`config.mk`:
```
export PLATFORM = sky130hd
export DESIGN_NAME = instr_cache
export DESIGN_NICKNAME = d
export VERILOG_FILES = /design/src/rtl/instr_cache_pkg.sv /design/src/rtl/instr_cache_array.sv /design/src/rtl/instr_cache.sv
export SDC_FILE = /design/constraint.sdc
export NUM_CORES = 1
export LEC_CHECK = 0
export CORE_AREA = 2 2 262 264
export CTS_BUF_LIST = sky130_fd_sc_hd__clkbuf_2 sky130_fd_sc_hd__clkbuf_4 sky130_fd_sc_hd__clkbuf_8
export CTS_CLUSTER_DIAMETER = 200
export DETAILED_ROUTE_END_ITERATION = 6
export DIE_AREA = 0 0 264 266
export PLACE_DENSITY = 0.86
export SYNTH_ARGS = -nofsm -noshare
export SYNTH_HDL_FRONTEND = slang
export SYNTH_SLANG_ARGS = --single-unit
```
`constraint.sdc`:
```
create_clock -name CLK -period 31.2 [get_ports CLK]
set_clock_uncertainty 0.05 [all_clocks]
set_input_delay 3.12 -clock CLK [delete_from_list [all_inputs] [get_ports CLK]]
set_output_delay 3.12 -clock CLK [all_outputs]
set_load 0.05 [all_outputs]
```
`src/rtl/instr_cache_pkg.sv`:
```
// Shared types and field positions for the direct-mapped instruction cache.
// The 10-bit fetch address splits into word offset, line index and tag.
package instr_cache_pkg;

    typedef enum logic [1:0] {
        IDLE   = 2'd0,
        FETCH  = 2'd1,
        UPDATE = 2'd2
    } state_t;

    localparam int WORD_W       = 32;
    localparam int BLOCK_W      = 128;
    localparam int BLOCK_ADDR_W = 6;
    localparam int DEF_LINES    = 8;
    localparam int TAG_W        = BLOCK_ADDR_W - $clog2(DEF_LINES);

    localparam int WORD_LSB = 2;
    localparam int WORD_MSB = 3;
    localparam int IDX_LSB  = 4;
    localparam int ADDR_MSB = 9;

    localparam logic [15:0] CNT_MAX = 16'hFFFF;

endpackage

```
`src/rtl/instr_cache_array.sv`:
```
// Line storage for the instruction cache: valid bits, tags and block data.
// Valid bits clear synchronously; reads are combinational by index.
module instr_cache_array
    import instr_cache_pkg::*;
#(
    parameter int LINES = 8,
    parameter int IDX_W = 3,
    parameter int TW    = 3
) (
    input  logic               clk,
    input  logic               clear,
    input  logic               we,
    input  logic [IDX_W-1:0]   windex,
    input  logic [TW-1:0]      wtag,
    input  logic [BLOCK_W-1:0] wdata,
    input  logic [IDX_W-1:0]   rindex,
    output logic [BLOCK_W-1:0] rdata,
    output logic [TW-1:0]      rtag,
    output logic               rvalid
);

    logic [LINES-1:0]   valid;
    logic [TW-1:0]      tags [LINES];
    logic [BLOCK_W-1:0] data [LINES];

    // Valid bits: cleared on reset, set when a refill lands.
    always_ff @(posedge clk) begin
        if (clear) begin
            valid <= '0;
        end else if (we) begin
            valid[windex] <= 1'b1;
        end
    end

    // Tag and data payload need no reset; valid gates their use.
    always_ff @(posedge clk) begin
        if (we && !clear) begin
            tags[windex] <= wtag;
            data[windex] <= wdata;
        end
    end

    assign rdata  = data[rindex];
    assign rtag   = tags[rindex];
    assign rvalid = valid[rindex];

endmodule

```
`src/rtl/instr_cache.sv`:
```
// Direct-mapped instruction cache with a blocking single-block refill FSM.
// Optional hit/miss counters are built when INSTR_CACHE_STATS_EN is defined.
module instr_cache
    import instr_cache_pkg::*;
#(
    parameter int LINES = 8
) (
    input  logic                    CLK,
    input  logic                    RESET,
    input  logic [31:0]             PC,
    output logic [WORD_W-1:0]       INSTRUCTION,
    output logic                    BUSYWAIT,
    output logic                    MEM_READ,
    output logic [BLOCK_ADDR_W-1:0] MEM_ADDRESS,
    input  logic [BLOCK_W-1:0]      MEM_READDATA,
`ifdef INSTR_CACHE_STATS_EN
    input  logic                    MEM_BUSYWAIT,
    output logic [15:0]             HIT_COUNT,
    output logic [15:0]             MISS_COUNT
`else
    input  logic                    MEM_BUSYWAIT
`endif
);

    localparam int IDX_W = $clog2(LINES);
    localparam int LTW   = BLOCK_ADDR_W - IDX_W;

    state_t state;
    state_t nxt;

    logic [BLOCK_ADDR_W-1:0] pc_blk;
    logic [BLOCK_ADDR_W-1:0] miss_blk;
    logic [IDX_W-1:0]        pc_idx;
    logic [LTW-1:0]          pc_tag;
    logic [1:0]              pc_word;
    logic [BLOCK_W-1:0]      line;
    logic [LTW-1:0]          line_tag;
    logic                    line_valid;
    logic                    hit;
    logic                    we;
    logic                    unused_pc;

    assign pc_blk    = PC[ADDR_MSB:IDX_LSB];
    assign pc_idx    = pc_blk[IDX_W-1:0];
    assign pc_tag    = pc_blk[BLOCK_ADDR_W-1:IDX_W];
    assign pc_word   = PC[WORD_MSB:WORD_LSB];
    assign unused_pc = ^{PC[31:ADDR_MSB+1], PC[WORD_LSB-1:0]};

    assign hit         = line_valid && (line_tag == pc_tag);
    assign MEM_ADDRESS = miss_blk;

    instr_cache_array #(
        .LINES (LINES),
        .IDX_W (IDX_W),
        .TW    (LTW)
    ) u_array (
        .clk    (CLK),
        .clear  (RESET),
        .we     (we),
        .windex (miss_blk[IDX_W-1:0]),
        .wtag   (miss_blk[BLOCK_ADDR_W-1:IDX_W]),
        .wdata  (MEM_READDATA),
        .rindex (pc_idx),
        .rdata  (line),
        .rtag   (line_tag),
        .rvalid (line_valid)
    );

    // State register and miss-block latch.
    always_ff @(posedge CLK) begin
        if (RESET) begin
            state    <= IDLE;
            miss_blk <= '0;
        end else begin
            state <= nxt;
            if (state == IDLE && !hit) begin
                miss_blk <= pc_blk;
            end
        end
    end

    // Next state, CPU stall, memory request and refill write enable.
    always_comb begin
        nxt         = state;
        INSTRUCTION = '0;
        BUSYWAIT    = 1'b0;
        MEM_READ    = 1'b0;
        we          = 1'b0;
        unique case (state)
            IDLE: begin
                if (hit) begin
                    INSTRUCTION = line[32'(pc_word) * WORD_W +: WORD_W];
                end else begin
                    BUSYWAIT = 1'b1;
                    nxt      = FETCH;
                end
            end
            FETCH: begin
                MEM_READ = 1'b1;
                BUSYWAIT = 1'b1;
                if (!MEM_BUSYWAIT) begin
                    we  = 1'b1;
                    nxt = UPDATE;
                end
            end
            UPDATE: begin
                BUSYWAIT = 1'b1;
                nxt      = IDLE;
            end
            default: nxt = IDLE;
        endcase
        if (RESET) begin
            INSTRUCTION = '0;
            BUSYWAIT    = 1'b0;
            MEM_READ    = 1'b0;
            we          = 1'b0;
        end
    end

`ifdef INSTR_CACHE_STATS_EN
    // Saturating hit and miss counters sampled in IDLE.
    always_ff @(posedge CLK) begin
        if (RESET) begin
            HIT_COUNT  <= '0;
            MISS_COUNT <= '0;
        end else if (state == IDLE) begin
            if (hit && HIT_COUNT != CNT_MAX) begin
                HIT_COUNT <= HIT_COUNT + 16'd1;
            end
            if (!hit && MISS_COUNT != CNT_MAX) begin
                MISS_COUNT <= MISS_COUNT + 16'd1;
            end
        end
    end
`endif

endmodule
```
Word level (Yosys, flattened, before mapping) --
Memories as Yosys holds them, arrays and structs flattened. Index checks and enable logic that the tools add are counted.
Storage, ports and cells: bits in registers 16, latch bits 0, RAM bits 1048, bits in read-only memories 0, output and inout port bits 40, word-level logic and storage cells 44, memories kept 2
Operators by class: add/subtract/negate cells 0, $mul 0, div/mod/pow operators 0, $lt $le $gt $ge 3, eq/ne operators 5, shift operators 1, muxes and demuxes 20, bitwise gates (word level) 1, reductions and logical operators 9
Memory list:
- u_array.data | depth 8, bits a word 128, read ports 1, clocked after memory_dff 0, wr ports 1, RTL line instr_cache_array.sv:24 | logic [BLOCK_W-1:0] data [LINES];
- u_array.tags | depth 8, bits a word 3, read ports 1, clocked after memory_dff 0, wr ports 1, RTL line instr_cache_array.sv:23 | logic [TW-1:0] tags [LINES];
Operators with widths (number):
- 128-bit by 8-bit indexed part select with 32-bit output | 1
- 32-bit two-way mux | 3
- 1-bit two-way mux | 11
- 3-bit by 4-bit less-than comparator with 1-bit output (second input constant) | 2
- 8-bit OR | 1
- 1-bit logical AND | 4
- 2-bit two-way mux | 2
- 2-bit != test (second input constant) | 2
- 2-bit case mux with 2 select lines | 1
- 1-bit binary-select mux with 3-bit select | 1
- 1-bit demux with 3-bit select | 1
- 3-bit == test | 1
- 3-bit by 1-bit greater-or-equal comparator with 1-bit output (second input constant) | 1
- 2-bit by 1-bit == test with 1-bit output (second input constant) | 1
- 2-bit == test (second input constant) | 1
- 1-bit logical NOT | 2
- 2-bit logical NOT | 1
- 1-bit case mux with 2 select lines | 1
- 2-bit AND reduction | 1
- 2-bit OR reduction | 1

Longest topological paths before layout --
Gate-level depths: netlist of the first run.
depth after elaboration 6, mapped depth 8

Modules after synthesis --
Synthesis of the first run repeated with hierarchy kept, for this count alone.
Second synthesis, totals: cell total of the unflattened synthesis 1697, area total of the unflattened synthesis 42071.6 um^2
By module, submodules not included:
- instr_cache_array | instances 1, cells an instance 1566, area each 40321.2 um^2, seq. area each 31630.3 um^2
- instr_cache | instances 1, cells an instance 131, area each 1750.4 um^2, seq. area each 160.2 um^2

Least setup slack after synthesis of the first run --
Ideal clock, no wire load.
path kind input to register, start in RESET, end mem u_array.data[0][0] (enable), library setup time 0.784 ns, arrival 12.534 ns, data required time 30.366 ns, setup slack 17.833 ns, cell stages on the path 3, buffers on the path 0, cells stage by stage nand2b_1 or3_1 nor3_1
On the way: word-level cells in the longest chain between the ends 4, elaborated cells on any way between the ends 5, those cells by class 3 x mux; 2 x reduce/logical
RTL lines:
- start, declared | RTL line instr_cache.sv:9 | input logic RESET,
- 1-bit two-way mux / 1-bit logical NOT (equally long branches) | RTL line instr_cache.sv:112, instr_cache_array.sv:37
- 1-bit logical AND * | RTL line instr_cache_array.sv:37 | if (we && !clear) begin
- 1-bit two-way mux * | RTL line instr_cache_array.sv:37
- 1-bit two-way mux (not written as such) * | RTL line instr_cache_array.sv:39 | data[windex] <= wdata;
- end, declared | RTL line instr_cache_array.sv:24
Every way passes the cells marked *; elsewhere a longest branch is shown, timed or not.

Final worst setup path of the first run --
start in PC[4], end out INSTRUCTION[31]
On the way: word-level cells in the longest chain between the ends 6, elaborated cells on any way between the ends 10, those cells by class 1 x eq/ne; 1 x shift; 5 x mux; 1 x reduce/logical; 2 x memory
RTL lines:
- start, declared | RTL line instr_cache.sv:10 | input logic [31:0] PC,
- parallel branches: the longest is 3 deep, another holds memory read 8 x 128 bit
- 32-bit two-way mux * | RTL line instr_cache.sv:91 | if (hit) begin
- 32-bit two-way mux * | RTL line instr_cache.sv:89 | unique case (state)
- 32-bit two-way mux * | RTL line instr_cache.sv:112 | if (RESET) begin
- end, declared | RTL line instr_cache.sv:11 | output logic [WORD_W-1:0] INSTRUCTION,
Every way passes the cells marked *. The select of a mux whose other input is x is not followed.

==> run metrics, run 1 <==
status=complete, no violations; Netlist cell types=25; clk slew on worst S/H paths=60 ps; Top Ports=203; VDD IR-drop max=just over 0.03 mV; RSZ-0062 raised after global routing=no; warnings from Yosys=0; most frequent cell after synthesis=edfxtp_1; MaxCap Viol Count=0; Total Die Area=70220 sq um; Sink Count=1064; wire length per cell=30.15 um; Finished Cell Area=46470 sq um; reg-to-reg endpoint=u_array.data[7][91]$_DFFE_PP_; CTS root buf=clkbuf_8; Yosys reg bits=1064; Hold Crit Class=flop to flop; routed vias/inst=6.416; Final Max Slew Viols=0; async set or reset register ratio after synthesis=0%; number of synthesized flops with an enable pin=~1000; worst r2r src=state[1]$_SDFFE_PP0P_; TritonRoute pass-1 iters=7; worst-path maximum fanout=62; initial antenna violation count=18; Post-Syn Nets=1791; CTS Buf Count=160; Synth Flop Type=edfxtp_1; GR Overflow Total=0; Worst Tran Pin Value=1170 ps; Max H-tree Level=4; total track usage=25.53%; die width=264 um; Multi-input gate area=8483 sq um; pwr/cell area=60.95 nW/um^2; post-synth top area cell=edfxtp_1; Mean Syn Cell Area=25.05 sq um; placed cell area=43430 sq um; share of the synthesized area in the top cell type=77.40%; relative slew slack=21.98%; Routed WL=87760 um; launch point of the critical path=PC[4]; Post-CTS Hold Fix Bufs=0; worst slack, placed=between 20000 and 25000 ps; Area Growth Syn to Fin=14.30%; Final period util=between 30% and 40%; r2r worst-path depth=7; Fmax=a little over 90 MHz; Worst setup SP type=primary input; vias post-DR=18680; Longest Clk Path Bufs=3; Final Hold Fails=0; fraction of layout cells with a size suffix above 1=slightly above 30%; Sequential Area=31790 sq um; post-cts sizing count=0; Die Y=between 200 and 300 um; Pleak=~15 nW; initial drt markers=2035; number of setup buffers added after CTS=0; CTS tree=yes; crit path kind=primary input to output pin; final worst-path setup slack=roughly 20000 ps; Commonest cells post-synth=1048 x edfxtp_1, 325 x mux4_2, 52 x mux2i_1; RePlAce Congestion=0.7786; clk_lat worst skew=around 800 ps; core region area=67750 sq um; PortBufs=178; endpoint type of the worst setup path=output pin; DRC violations left=0; Worst Setup EP=INSTRUCTION[31]; Seq/Total Area, Yosys=78.19%; Post-DRT Antenna Nets=0; dpl hpwl=48350 um; TNS Setup=0 ps; FF-to-FF setup slack=between 20000 and 30000 ps; first-pass GRT wire length=127400 um; crit path time final=between 10000 and 15000 ps; # setup viols final=0; Fillers=~3800; vias in the first global route=between 15000 and 20000; nets@finish=~2100; Initial Utilization=around 60%; largest net degree at the start of global routing=133; Synth Cell Area=40660 sq um; crit path DAT=7760 ps; Synth area leaders=edfxtp_1 77%, mux4_2 18%, mux2i_1 1.3%; required time of the critical path=28030 ps; Core Rows=96; Cells after Synth=1623
worst min-delay path by stage:
stage / startpoint / end / slack [ps] / depth (start not counted)
floorplan: u_array.valid[4]$_SDFFE_PP0P_ / u_array.valid[4]$_SDFFE_PP0P_ / 380 / 2
global placement: u_array.valid[5]$_SDFFE_PP0P_ / u_array.valid[5]$_SDFFE_PP0P_ / 410 / 1
detailed placement: u_array.valid[0]$_SDFFE_PP0P_ / u_array.valid[0]$_SDFFE_PP0P_ / 410 / 2
CTS: u_array.valid[0]$_SDFFE_PP0P_ / u_array.valid[0]$_SDFFE_PP0P_ / 420 / 2
global route: u_array.valid[2]$_SDFFE_PP0P_ / u_array.valid[2]$_SDFFE_PP0P_ / 450 / 2
finish: u_array.valid[0]$_SDFFE_PP0P_ / u_array.valid[0]$_SDFFE_PP0P_ / 420 / 2
critical path, stage by stage:
cell             delay, ps
buf_8                  480
buf_4                  930
buf_4                  750
mux4_2                 610
mux4_2                 510
mux2i_1                210
nor3_1                  90
clkdlybuf4s50_1        910
placed cells by master (no fill, tap or decap), types with 4 or more instances in the layout:
cell	netlist	final
clkinv_2	0	15
clkbuf_4	0	54
o21ba_2	4	4
nor3_1	34	32
inv_1	4	4
nand2b_1	19	19
clkdlybuf4s50_1	0	172
diode_2	0	10
buf_12	0	7
nor2_1	16	10
edfxtp_1	1048	1048
dfxtp_1	16	16
clkinv_1	0	39
buf_4	5	18
clkbuf_8	0	170
mux2i_1	52	52
ha_1	5	5
nor2_4	0	6
mux4_2	325	325
where the power goes:
group,switching [mW],internal [mW],leakage [nW]
registers,0.00702,1.59,9.56
logic,0.0908,0.0753,3.39
clock network,0.497,0.572,1.61
total,0.594,2.24,14.6
per-layer routing:
| layer | global-route usage, % | part of all wire (%) |
|---|---|---|
| met3 | 8.299 | 10 |
| met2 | 41.01 | 51 |
| met1 | 32.77 | 36 |
| met5 | 0 | 0.088 |
| met4 | 10.40 | 3.2 |
cell families after synthesis:
kind of cell	after synthesis	synth area share [%]
simple gates	75	0.9386
compound gates	7	0.2247
buf+inv	91	1.086
flops	1064	78.19
fa+ha+maj	5	0.1539
xor+xnor	3	0.1015
mux	378	19.31
cell type report:
cell class                      count  area share, %
Clock inverter                     58         0.5923
Multi-Input combinational cell    468          18.25
Sequential cell                  1064          68.40
Inverter                            4        0.03231
Clock buffer                      224          5.907
Antenna cell                       10        0.05384
Timing Repair Buffer              201          4.383
Tap cell                          882          2.375
registers in the layout (all words and copies together), names as in the netlist:
name	count
u_array.valid	8
u_array.data	1024
state	2
MEM_ADDRESS	6
u_array.tags	24
stage by stage:
stage	utilization [%]	power (mW)	hold WS [ps]	instances
after floorplan	-	1.727	384.8	1623
after global placement	64.11	1.785	408.1	2619
after detailed placement	64.11	1.794	410.0	2619
after CTS	68.57	2.852	423.2	2901
after global routing	68.60	2.919	447.8	2911
final	68.60	2.833	419.7	2911
(Power assumes the default switching activity.)
==> run 2: changes to the inputs <==
clock period = 10.95 ns   (was 31.2 ns; I/O delays follow)
==> run metrics, run 2 (synthesis gave the netlist of run 1 again) <==
Sink Count=1064 (unchanged); initial drt markers=2096 (was 2035); endpoint type of the worst setup path=output pin (unchanged); required time of the critical path=9810 ps (was 28030 ps); total track usage=25.67% (was 25.53%); final worst-path setup slack=4437 ps (was 20270 ps); core region area=67750 sq um (unchanged); Finished Cell Area=46530 sq um (was 46470 sq um); vias in the first global route=19580 (was 19500); number of setup buffers added after CTS=0 (unchanged); routed vias/inst=6.402 (was 6.416); Post-DRT Antenna Nets=0 (unchanged); CTS root buf=clkbuf_8 (unchanged); RePlAce Congestion=0.7444 (was 0.7786); max reg flops=1024 (unchanged); TritonRoute pass-1 iters=5 (was 7); first-pass GRT wire length=128400 um (was 127400 um); initial antenna violation count=18 (unchanged); placed cell area=43440 sq um (was 43430 sq um); Core Rows=96 (unchanged); DRC violations left=0 (unchanged); # setup viols final=0 (unchanged); crit path kind=primary input to output pin (unchanged); MaxCap Viol Count=0 (unchanged); relative slew slack=21.42% (was 21.98%); Multi-input gate area=8496 sq um (was 8483 sq um); nets@finish=2068 (was 2067); Top Ports=203 (unchanged); worst slack, placed=4275 ps (was 20150 ps); TNS Setup=0 ps (unchanged); Worst setup SP type=primary input (unchanged); wire length per cell=30.13 um (was 30.15 um); vias post-DR=18630 (was 18680); RSZ-0062 raised after global routing=no (unchanged); Post-CTS Hold Fix Bufs=0 (unchanged); Max H-tree Level=4 (unchanged); Worst Tran Pin Value=1179 ps (was 1170 ps); VDD IR-drop max=0.1362 mV (was 0.03016 mV); final core occ=68.69% (was 68.60%); worst-path maximum fanout=72 (was 62); Longest Clk Path Bufs=3 (unchanged); pwr/cell area=175.0 nW/um^2 (was 60.95 nW/um^2); Routed WL=87680 um (was 87760 um); Final period util=59.48%; largest reg by FF count=u_array.data (unchanged); GR Overflow Total=0 (unchanged); CTS tree=yes (unchanged); status=complete, no violations (unchanged); Final Max Slew Viols=0 (unchanged); crit path time final=roughly 6500 ps; Total Die Area=70220 sq um (unchanged); post-cts sizing count=0 (unchanged); Area Growth Syn to Fin=14.45% (was 14.30%); PortBufs=178 (unchanged); Final Hold Fails=0 (unchanged); largest net degree at the start of global routing=133 (unchanged); Fmax=153.5 MHz; Fillers=3791 (was 3834); CTS Buf Count=161 (was 160); fraction of layout cells with a size suffix above 1=30.64% (was 30.41%); clk_lat worst skew=810 ps (was 800 ps); clk slew on worst S/H paths=60 ps (about the same); Initial Utilization=60.02% (unchanged); Die Y=266 um (unchanged); Pleak=14.57 nW (was 14.56 nW); total power=8.142 mW (was 2.833 mW); commonest non-fill, non-tap cell in the layout=edfxtp_1 (unchanged); commonest cells after routing, fill and taps aside=1048 x edfxtp_1, 325 x mux4_2, 172 x clkdlybuf4s50_1, 164 x clkbuf_8, 52 x mux2i_1 (was 1048 x edfxtp_1, 325 x mux4_2, 172 x clkdlybuf4s50_1, 170 x clkbuf_8, 54 x clkbuf_4); crit path DAT=5370 ps (was 7760 ps); dpl hpwl=48620 um (was 48350 um); Sequential Area=31790 sq um (unchanged); die width=264 um (unchanged); Hold Crit Class=flop to flop (unchanged); Regs by FF count=u_array.data x1024, u_array.tags x24, u_array.valid x8 (unchanged)
[run 2: worst paths after layout]
path | slack [ps] | endpoint | startpoint | depth (start not counted)
setup / recovery | 4440 | INSTRUCTION[28] | PC[4] | 9
hold / removal | 430 | u_array.valid[1]$_SDFFE_PP0P_ | u_array.valid[1]$_SDFFE_PP0P_ | 1
setup reg to reg | 7480 | u_array.data[4][123]$_DFFE_PP_ | state[1]$_SDFFE_PP0P_ | 6
hold reg to reg | 430 | u_array.valid[1]$_SDFFE_PP0P_ | u_array.valid[1]$_SDFFE_PP0P_ | 1
[run 2: per-layer routing]
| metal | vias up | share of wire, % | track usage, % |
|---|---|---|---|
| met5 | - | 0.18 | 0 |
| met4 | 24 | 2.1 | 8.246 |
| met2 | 990 | 52 | 42.41 |
| met3 | 162 | 9.1 | 7.551 |
| met1 | 9807 | 37 | 33.41 |
| li1 | 7646 | - | - |
[run 2: area by class of cell]
| cell class | instances | area share [%] |
|---|---|---|
| Sequential cell | 1064 | 68.32 |
| Multi-Input combinational cell | 468 | 18.26 |
| Clock buffer | 213 | 5.641 |
| Timing Repair Buffer | 201 | 4.377 |
| Clock inverter | 70 | 0.9626 |
| Antenna cell | 8 | 0.04302 |
| Tap cell | 882 | 2.371 |
| Inverter | 4 | 0.03227 |
[run 2: power breakdown]
part / internal [mW] / switching (mW) / leakage, nW
combinational: 0.215 / 0.267 / 3.39
sequential: 4.53 / 0.0207 / 9.56
clock: 1.66 / 1.45 / 1.62
[run 2: worst max-delay path, cell delays in order]
cell             delay (ps)
buf_8                   590
buf_4                   800
mux2i_1                 170
mux4_2                  530
xor2_2                  250
nand4_1                 210
buf_4                   330
nor3_1                  420
clkdlybuf4s50_1         900
[run 2: per-stage QoR]
stage               std cells  hold WS (ps)
detailed placement       2619         418.7
finish                   2910         432.3
CTS                      2902         432.2
global placement         2619         403.9
floorplan                1623         384.8
global route             2906         451.5
